## config.mk

```make
export PLATFORM = sky130hd
export DESIGN_NAME = axis_packet_arbiter
export DESIGN_NICKNAME = d
export VERILOG_FILES = /design/src/rtl/axis_switch_pkg.sv /design/src/rtl/axis_rr_select.sv /design/src/rtl/axis_packet_arbiter.sv
export SDC_FILE = /design/constraint.sdc
export NUM_CORES = 1
export LEC_CHECK = 0
export ABC_AREA = 1
export BUFFER_PORTS_ARGS = -buffer_cell sky130_fd_sc_hd__clkbuf_2
export CORE_AREA = 2 2 132 134
export DETAILED_ROUTE_END_ITERATION = 10
export DIE_AREA = 0 0 134 136
export GPL_TIMING_DRIVEN = 0
export HOLD_SLACK_MARGIN = 0.06
export PLACE_DENSITY = 0.57
export SLEW_MARGIN = 20
export SYNTH_ARGS = -nofsm -noshare
export SYNTH_HDL_FRONTEND = slang
export SYNTH_SLANG_ARGS = --single-unit
```

## constraint.sdc

```tcl
create_clock -name aclk -period 4.9 [get_ports aclk]
set_input_delay 0.98 -clock aclk [delete_from_list [all_inputs] [get_ports aclk]]
set_output_delay 0.98 -clock aclk [all_outputs]
set_load 0.03 [all_outputs]
```

## src/rtl/axis_switch_pkg.sv

```systemverilog
// Shared types and helpers for the axis switch ingress blocks.
package axis_switch_pkg;

    typedef enum logic {
        ARB_IDLE,
        ARB_LOCKED
    } arb_state_t;

    // Index width for n items, never below one bit.
    function automatic int clog2_min1(input int n);
        return (n <= 2) ? 1 : $clog2(n);
    endfunction

endpackage

```

## src/rtl/axis_rr_select.sv

```systemverilog
// Round-robin picker: first set bit of req strictly after ptr, wrapping modulo NUM_SLAVES.
// Latency: purely combinational, zero cycles.
// Backpressure: none; a pure function of req and ptr.
module axis_rr_select #(
    parameter int NUM_SLAVES = 4,
    parameter int IDX_W      = 2
) (
    input  logic [NUM_SLAVES-1:0] req,
    input  logic [IDX_W-1:0]      ptr,
    output logic                  found,
    output logic [IDX_W-1:0]      idx
);

    logic [2*NUM_SLAVES-1:0] req_dbl;
    int                      pos;

    always_comb begin
        found   = 1'b0;
        idx     = '0;
        pos     = 0;
        // Rotating a doubled copy puts ptr+1 at bit 0, so a fixed low-to-high scan gives the wrap order.
        req_dbl = {req, req} >> (int'(ptr) + 1);
        for (int k = 0; k < NUM_SLAVES; k++) begin
            if (!found && req_dbl[k]) begin
                found = 1'b1;
                pos   = (int'(ptr) + 1 + k) % NUM_SLAVES;
                idx   = IDX_W'(pos);
            end
        end
    end

endmodule

```

## src/rtl/axis_packet_arbiter.sv

```systemverilog
// N-to-1 AXI-Stream packet arbiter: round-robin grant held from first beat to TLAST, beats tagged with source on m_id.
// Latency: one arbitration cycle from IDLE, back-to-back grants at end of packet; data path is combinational.
// Backpressure: m_ready goes straight to the granted port's s_ready; all other ports see s_ready low.
module axis_packet_arbiter
    import axis_switch_pkg::*;
#(
    parameter int NUM_SLAVES = 4,
    parameter int DATA_WIDTH = 64,
    parameter int DEST_WIDTH = 1,
    parameter int ID_WIDTH   = 2,
    parameter int HAS_DEST   = 1,
    parameter int HAS_LAST   = 1
) (
    input  logic                             aclk,
    input  logic                             aresetn,
    input  logic [NUM_SLAVES-1:0]            s_valid,
    output logic [NUM_SLAVES-1:0]            s_ready,
    input  logic [NUM_SLAVES*DATA_WIDTH-1:0] s_data,
    input  logic [NUM_SLAVES*DEST_WIDTH-1:0] s_dest,
    input  logic [NUM_SLAVES-1:0]            s_last,
    output logic                             m_valid,
    input  logic                             m_ready,
    output logic [DATA_WIDTH-1:0]            m_data,
    output logic [DEST_WIDTH-1:0]            m_dest,
    output logic [ID_WIDTH-1:0]              m_id,
    output logic                             m_last
);

    localparam int IDX_W = clog2_min1(NUM_SLAVES);

    generate
        if (NUM_SLAVES < 2 || NUM_SLAVES > 16) begin : g_bad_num
            $error("axis_packet_arbiter: NUM_SLAVES must be in 2..16");
        end
        if (ID_WIDTH < IDX_W) begin : g_bad_id
            $error("axis_packet_arbiter: ID_WIDTH too narrow for NUM_SLAVES");
        end
    endgenerate

    arb_state_t             state_q, state_d;
    logic [IDX_W-1:0]       grant_q, grant_d;
    logic [IDX_W-1:0]       rr_ptr_q, rr_ptr_d;

    logic [DATA_WIDTH-1:0]  data_arr [NUM_SLAVES];
    logic [DEST_WIDTH-1:0]  dest_arr [NUM_SLAVES];

    logic                   idle_found, eop_found;
    logic [IDX_W-1:0]       idle_idx, eop_idx;
    logic [NUM_SLAVES-1:0]  eop_req;
    logic                   active;
    logic                   g_valid;
    logic                   eop;

    for (genvar i = 0; i < NUM_SLAVES; i++) begin : g_unpack
        assign data_arr[i] = s_data[i*DATA_WIDTH +: DATA_WIDTH];
        assign dest_arr[i] = s_dest[i*DEST_WIDTH +: DEST_WIDTH];
    end

    // Outputs are forced quiet during reset even before the state register has cleared.
    assign active  = aresetn && (state_q == ARB_LOCKED);
    assign g_valid = s_valid[grant_q];
    assign eop     = (HAS_LAST != 0) ? s_last[grant_q] : 1'b1;
    assign eop_req = s_valid & ~(NUM_SLAVES'(1) << grant_q);

    axis_rr_select #(.NUM_SLAVES(NUM_SLAVES), .IDX_W(IDX_W)) u_sel_idle (
        .req   (s_valid),
        .ptr   (rr_ptr_q),
        .found (idle_found),
        .idx   (idle_idx)
    );

    axis_rr_select #(.NUM_SLAVES(NUM_SLAVES), .IDX_W(IDX_W)) u_sel_eop (
        .req   (eop_req),
        .ptr   (grant_q),
        .found (eop_found),
        .idx   (eop_idx)
    );

    always_comb begin
        m_valid = 1'b0;
        s_ready = '0;
        m_data  = '0;
        m_dest  = '0;
        m_id    = '0;
        m_last  = 1'b0;
        if (active) begin
            m_valid              = g_valid;
            s_ready[grant_q]     = m_ready;
            m_data               = data_arr[grant_q];
            m_id[IDX_W-1:0]      = grant_q;
            if (HAS_DEST != 0) begin
                m_dest = dest_arr[grant_q];
            end
            if (HAS_LAST != 0) begin
                m_last = s_last[grant_q];
            end
        end
    end

    always_comb begin
        state_d  = state_q;
        grant_d  = grant_q;
        rr_ptr_d = rr_ptr_q;
        case (state_q)
            ARB_IDLE: begin
                if (idle_found) begin
                    grant_d = idle_idx;
                    state_d = ARB_LOCKED;
                end
            end
            ARB_LOCKED: begin
                // Hand over only on the final handshake; another waiting port takes the next cycle.
                if (g_valid && m_ready && eop) begin
                    rr_ptr_d = grant_q;
                    if (eop_found) begin
                        grant_d = eop_idx;
                    end else begin
                        state_d = ARB_IDLE;
                    end
                end
            end
            default: state_d = ARB_IDLE;
        endcase
    end

    always_ff @(posedge aclk) begin
        if (!aresetn) begin
            state_q  <= ARB_IDLE;
            grant_q  <= '0;
            rr_ptr_q <= IDX_W'(NUM_SLAVES - 1);
        end else begin
            state_q  <= state_d;
            grant_q  <= grant_d;
            rr_ptr_q <= rr_ptr_d;
        end
    end

endmodule

```

# Word level (Yosys, flattened, before mapping)
# Cells that the tools add are included.
[classes] n_addsub=8 n_mul=0 div=0 magnitude_cmp=3 eq_ne=3 n_shift=3 n_mux=42 bitwise_logic=5 reduce_logical=18
[op_table] operator="2-to-1 mux 64 bit" count=3
[op_table] operator="binary-select mux 64 bit (select 2 bit)" count=1
[op_table] operator="2-to-1 mux 2 bit" count=12
[op_table] operator="2-to-1 mux 1 bit" count=19
[op_table] operator=">> shifter 8 x 3 -> 4 bit" count=2
[op_table] operator="logical AND 1 bit" count=10
[op_table] operator="adder 2 bit, second input constant" count=4
[op_table] operator="bitwise AND 4 bit" count=2
[op_table] operator="adder 2 x 1 -> 3 bit, second input constant" count=2
[op_table] operator="binary-select mux 1 bit (select 2 bit)" count=3
[op_table] operator="zero test 1 bit" count=6
[op_table] operator="adder 2 x 1 -> 2 bit, second input constant" count=2
[op_table] operator="2-to-1 mux 4 bit" count=1
[op_table] operator="!= test 2 x 1 -> 1 bit, second input constant" count=2
[op_table] operator="NOT 4 bit" count=1
[op_table] operator="case mux 2 bit (2 select lines)" count=1
[op_table] operator="left shift 1 x 2 -> 4 bit, first input constant" count=1
[op_table] operator="greater-or-equal comparator 3 bit, second input constant" count=1
[op_table] operator="less-than comparator 2 x 3 -> 1 bit, second input constant" count=1
[op_table] operator="NOT 2 -> 3 bit" count=1
[op_table] operator="AND reduction 3 bit" count=1
[op_table] operator="demux 1 bit (select 2 bit)" count=1
[op_table] operator="greater-or-equal comparator 2 x 1 -> 1 bit, second input constant" count=1
[op_table] operator="!= test 2 bit, second input constant" count=1
[op_table] operator="3 further kinds" count=3
[totals] reg_bits=5 latchBits=0 ramBits=0 romBits=0 input_bits=271 output_inout_bits=73 elab_cells=85 memories=0

# Logic depth before layout (Yosys ltp)
# Gate-level depths: netlist (run 1).
[logic_depth] depth_word=17 ltp_mapped=17 mapped_depth_nobuf=14

# Hierarchy
# Synthesis (run 1) repeated with hierarchy kept, for this count alone.
[hier_totals] cells_unflattened=478 area_unflattened_um2=2657.5
[by_module_without_submodules] module="axis_packet_arbiter" instances=1 cells_per_inst=378 area_each_um2=2039.5 seq_area_each_um2=100.1
[by_module_without_submodules] module="axis_rr_select" instances=2 cells_per_inst=50 area_each_um2=309.0 seq_area_each_um2=0.0

# Worst setup path before layout (run 1)
# OpenSTA, ideal clock, no wires.
[synth_path] path_kind="input to output" startpoint="in aresetn" endpoint="out m_data[10]" t_arrival_ns=2.139 t_required_ns=3.920 slack_ns=1.781 stages=5 path_buffers=3 path_cell_list="clkbuf_2 -> nand2_1 -> clkbuf_1 -> clkbuf_1 -> a21oi_1"
[synth_via] elab_chain_len=2
[synth_rtl] element="start, declared" line="axis_packet_arbiter.sv:15" rtl="input logic aresetn,"
[synth_rtl] element="logical AND 1 bit" line="axis_packet_arbiter.sv:60" rtl="assign active = aresetn && (state_q == ARB_LOCKED);"
[synth_rtl] element="2-to-1 mux 64 bit" line="axis_packet_arbiter.sv:86" rtl="if (active) begin"
[synth_rtl] element="end, declared" line="axis_packet_arbiter.sv:23" rtl="output logic [DATA_WIDTH-1:0] m_data,"
# Every way passes these cells.

# Worst setup path after layout (run 1)
[layout_path] startpoint="in aresetn" endpoint="out m_data[13]"
# The elaborated chain is that of the path after synthesis.

==> impl_metrics.toml, run 1 <==
[route]
met3_length_um = 1300
highest_layer = "met5"
drtIter0Drc = 371
drc_errors = 0
wl_met1_um = 8320
drt_pass1_iterations = 5
ant_nets = 0
wl_met2_um = 9410
viasPerCell = 4.57
vias = 5648
drt-total-wl_um = 19500
avgRoutedWirePerCell_um = 15.7

[grt]
grt_pass1_wl_um = 28200
track_usage = 0.195
grt_start_max_net_pins = 12
grt_pass1_vias = 5120
antenna_found_initial = 3
overflow = 0

[die]
ios = 344
core_area_um2 = 16900
rows = 48
start_util = 0.188
dieHeight_um = 136
die_w_um = 134
dieArea_um2 = 18200

[synthesis]
async_reset_ff_frac = 0
synthTopCellsByCount = "nor2_1 (275), o21ai_0 (133), a21oi_1 (66)"
ys_ff_latch = 5
yosys_warnings = 0
synth_top_area_share = 0.326
yosysUniqueCellTypes = 31
synth_area_per_cell_um2 = 4.77
synthCells = 665
synth_area_leaders = "nor2_1 (33%), o21ai_0 (21%), a21oi_1 (10%), nand2_1 (5.7%), nand3_1 (3.6%)"
synthFlopType = "dfxtp_1"
synth_top_cell_by_area = "nor2_1"
synth_edf_count = 0
ys_seq_area_frac = 0.0316
synth_area_um2 = 3170
yosysMostFrequentCell = "nor2_1"
syn_nets = 940

[clock_network]
clock_sinks = 5
worstSkewPairLatency_ps = 230
cts_root_buf = "clkbuf_16"
cts_buffers = 3
clockBufferDepth = 2
path_clk_slew_ps = 40
post_cts_resized = 0
cts_tree = "yes"
cts.hold.buffers_added = 0
post_cts_buffers = 0
h-tree-depth = 1

[place]
place_area_um2 = 5160
port_buffers = 342
dpl.hpwl_um = 16200
routabilityCongestion = 0.903

[critical_path]
start_kind = "primary input"
end_kind = "primary output"
crit_arrival_ps = 2750
cpPeakStageDelay_ps = 500
path_cells = "clkbuf_2 -> nand2_1 -> clkbuf_1 -> clkbuf_1 -> a21oi_1 -> clkbuf_2"
cp_slowest_cell = "clkbuf_1"
reg2reg_depth = 14
cp.required_ps = 3920
critPathKind = "in2out"
worstPathMaxFanout = 10

[timing]
fin_crit_sh = 0.762
finalMaxSlewViolations = 0
fmax_mhz = 268
grt_setup_unrepaired = "no"
hold_viol_final = 0
relSlewSlack = 0.610
setup_tns_ps = 0
finClkSkew_ps = 1.92
setup_viol_count_final = 0
worst_slew_pin_slew_ps = 584
min_period_ps = 3730

[min_path]
worst_hold_path_type = "reg2reg"
hold_depth = 3

[finish]
fillers = 2009
design_area_um2 = 5240
nNetsFinal = 1287
syn2layout_area_growth_pct = 65.5
drive_above_1_share = 0.399

[power]
p_leak_uw = 0.00287
irDropWorstVdd_mv = 0.186
power.density_nw_per_um2 = 281

[status]
outcome = "finished clean"

[run]
cap_violations = 0
[kinds of logic after synthesis]
| family | count (synthesis) | synth area share |
|---|---|---|
| xor+xnor | 2 | 0.00553 |
| buf+inv | 72 | 0.115 |
| simple gates | 376 | 0.502 |
| compound gates | 206 | 0.330 |
| flops | 5 | 0.0316 |
| fa+ha+maj | 4 | 0.0158 |
[power breakdown]
part / total (uW) / switching, uW / internal (uW)
clock: 137 / 29.2 / 108
combinational: 1280 / 849 / 433
sequential: 52.1 / 4.84 / 47.2
total: 1470 / 883 / 588
[worst max-delay path, delay by kind of cell]
kind                   cells  cell delay, ps
and+or+nand+nor            1             290
buffers and inverters      4            1360
AOI/OAI and AO/OA          1             120
[worst paths after layout]
check | from | to | slack [ps]
worst min register to register | state_q | grant_q[1] | 640
worst min-delay path | state_q | grant_q[1] | 640
worst max-delay path | aresetn | m_data[13] | 1170
worst max register to register | grant_q[1] | grant_q[1] | 2270
[layout make-up]
cell class	instances	area [um^2]	share of cell area
Timing Repair Buffer	342	1710	0.326
Multi-Input combinational cell	588	2700	0.516
Sequential cell	5	100	0.0191
Inverter	14	57.6	0.0110
Antenna cell	1	2.50	0.000477
Buffer	58	308	0.0587
Tap cell	225	282	0.0537
Clock buffer	4	78.8	0.0150
[metrics by stage]
stage,setup slack [ps],utilization,std cells,power (uW),hold slack [ps]
final,1170,0.311,1237,1470,638
after global routing,976,0.311,1237,1620,683
after CTS,1110,0.311,1236,1480,633
after detailed placement,1120,0.306,1232,1340,626
after global placement,1140,0.306,1232,1340,631
after floorplan,1780,-,665,917,589
[layout by cell type, fill, tap and decap left out, drive strengths merged]
cell type	n
nand2	55
or2	2
nor2	280
o21ai	135
dfxtp	5
nand3	32
a31oi	1
nand4	5
inv	14
ha	4
diode	1
o211ai	2
buf	38
nand3b	2
a21oi	68
xnor2	2
clkbuf	366
[layer usage]
layer  up-vias  global-route usage
li1       2880                   -
met1      2506               0.251
met2       228               0.345
met3        30              0.0298
met4         4              0.0402
met5         -                   0
[sequential cells by signal (all words and copies together) (netlist names)]
name and flops:
grant_q 2, rr_ptr_q 2, state_q 1
(Power assumes the default switching activity.)
==> run 2: changes to the inputs <==
- CORE_AREA: 2 2 132 134 -> 2 2 133 135
- DIE_AREA: 0 0 134 136 -> 0 0 135 137
- clock period: 4.9 -> 3.57 ns (I/O delays scaled with it)
==> run 2 against run 1 <==
Clock skew shrank 0.66 ps. Global-route usage fell by 0.57 points. Die area is 1.5% higher. Worst hold slack improved by 1.9 ps. Non-clock buffer count shrank 1. First-iteration DRC count is 22% lower. Setup slack lost 720 ps. Clock-buffer cell count is the same.
==> impl_metrics.toml, run 2 (same netlist as run 1, synthesis figures left out) <==
[critical_path]
cpPeakStageDelay_ps = 520
path_cells = "clkbuf_2 -> nand2_1 -> clkbuf_1 -> a21oi_1 -> clkbuf_2"
cp.required_ps = 2860
start_kind = "primary input"
end_kind = "primary output"
crit_arrival_ps = 2410
cp_slowest_cell = "nand2_1"
worstPathMaxFanout = 15
critPathKind = "in2out"
crit_top_cell = "clkbuf_2"

[finish]
final_common_cell = "clkbuf_2"
antenna_cells = 0
top_regs = "grant_q x2, rr_ptr_q x2, state_q x1"
finalNonFillerCells = 1235
multi_input_area_um2 = 2700
final_cell_mix = "clkbuf_2 (343), nor2_1 (275), o21ai_0 (133), a21oi_1 (66), nand2_1 (48)"
fillers = 2013
nNetsFinal = 1286
design_area_um2 = 5240
regArea_um2 = 100
syn2layout_area_growth_pct = 65.3
drive_above_1_share = 0.399

[clock_network]
clockBufferDepth = 2
cts_root_buf = "clkbuf_16"
cts.hold.buffers_added = 0
post_cts_buffers = 0
cts_tree = "yes"
h-tree-depth = 1
worstSkewPairLatency_ps = 230
path_clk_slew_ps = 30
cts_buffers = 3
clock_sinks = 5
post_cts_resized = 0

[die]
start_util = 0.186
dieHeight_um = 137
dieArea_um2 = 18500
ios = 344
die_w_um = 135
rows = 48
core_area_um2 = 17100

[route]
viasPerCell = 4.55
ant_nets = 0
drt-total-wl_um = 19200
vias = 5620
avgRoutedWirePerCell_um = 15.6
drt_pass1_iterations = 5
drc_errors = 0
drtIter0Drc = 289

[timing]
hold_viol_final = 0
fmax_mhz = 320
relSlewSlack = 0.449
fin_crit_sh = 0.874
finClkSkew_ps = 1.26
min_period_ps = 3120
finalMaxSlewViolations = 0
setup_viol_count_final = 0
setup_tns_ps = 0
grt_setup_unrepaired = "no"
worst_slew_pin_slew_ps = 824

[place]
port_buffers = 342
routabilityCongestion = 0.852
dpl.hpwl_um = 16100
place_area_um2 = 5160
place_inst = 1232

[run]
cap_violations = 0

[power]
p_leak_uw = 0.00286
irDropWorstVdd_mv = 0.179
power.density_nw_per_um2 = 388

[grt]
overflow = 0
grt_pass1_vias = 4972
track_usage = 0.190
antenna_found_initial = 0
grt_pass1_wl_um = 27500
grt_start_max_net_pins = 12

[status]
outcome = "finished clean"

[min_path]
worst_hold_path_type = "reg2reg"
## run 2: changes by cell type in the layout (fill, tap and decap cells not counted), sizes merged
cell / delta
clkbuf: -1
diode: -1
## run 2: critical path, delay by kind of cell
kind	cells	cell delay, ps
compound gates	1	300
buf+inv	3	860
simple gates	1	520
## run 2: worst paths after layout
check | start | to | slack, ps | cells past startpoint
worst min register to register | state_q | grant_q[1] | 640 | 3
worst min-delay path | state_q | grant_q[1] | 640 | 3
worst max-delay path | aresetn | m_data[62] | 450 | 5
worst max register to register | grant_q[1] | grant_q[0] | 970 | 15
## run 2: metrics by stage
| stage | setup WS (ps) | total power (uW) | util | hold WS (ps) |
|---|---|---|---|---|
| 2_1_floorplan | 983 | 1260 | - | 589 |
| 3_3_place_gp | 114 | 1840 | 0.303 | 630 |
| 3_5_place_dp | 99.8 | 1840 | 0.303 | 625 |
| 4_1_cts | 98.5 | 2040 | 0.307 | 633 |
| 5_1_grt | 183 | 2230 | 0.307 | 677 |
| 6_report | 449 | 2030 | 0.307 | 639 |
## run 2: final cells by class
cell class	count	area share
inverters	14	0.0110
clock buffers	4	0.0151
multi-input cells	588	0.516
flip-flops and latches	5	0.0191
repair buffers	342	0.327
plain buffers	57	0.0581
well taps	225	0.0538
## run 2: layer usage
| metal | GRT usage | wire length (um) |
|---|---|---|
| met2 | 0.329 | 9100 |
| met1 | 0.254 | 8520 |
| met4 | 0.0434 | 391 |
| met5 | 0 | 0 |
| met3 | 0.0174 | 1230 |
## run 2: power by group
part           internal, uW  leakage, uW  switching, uW
logic                   595      0.00278           1180
clock network           148    0.0000382           40.9
registers              64.9    0.0000413           6.91
total                   808      0.00286           1220
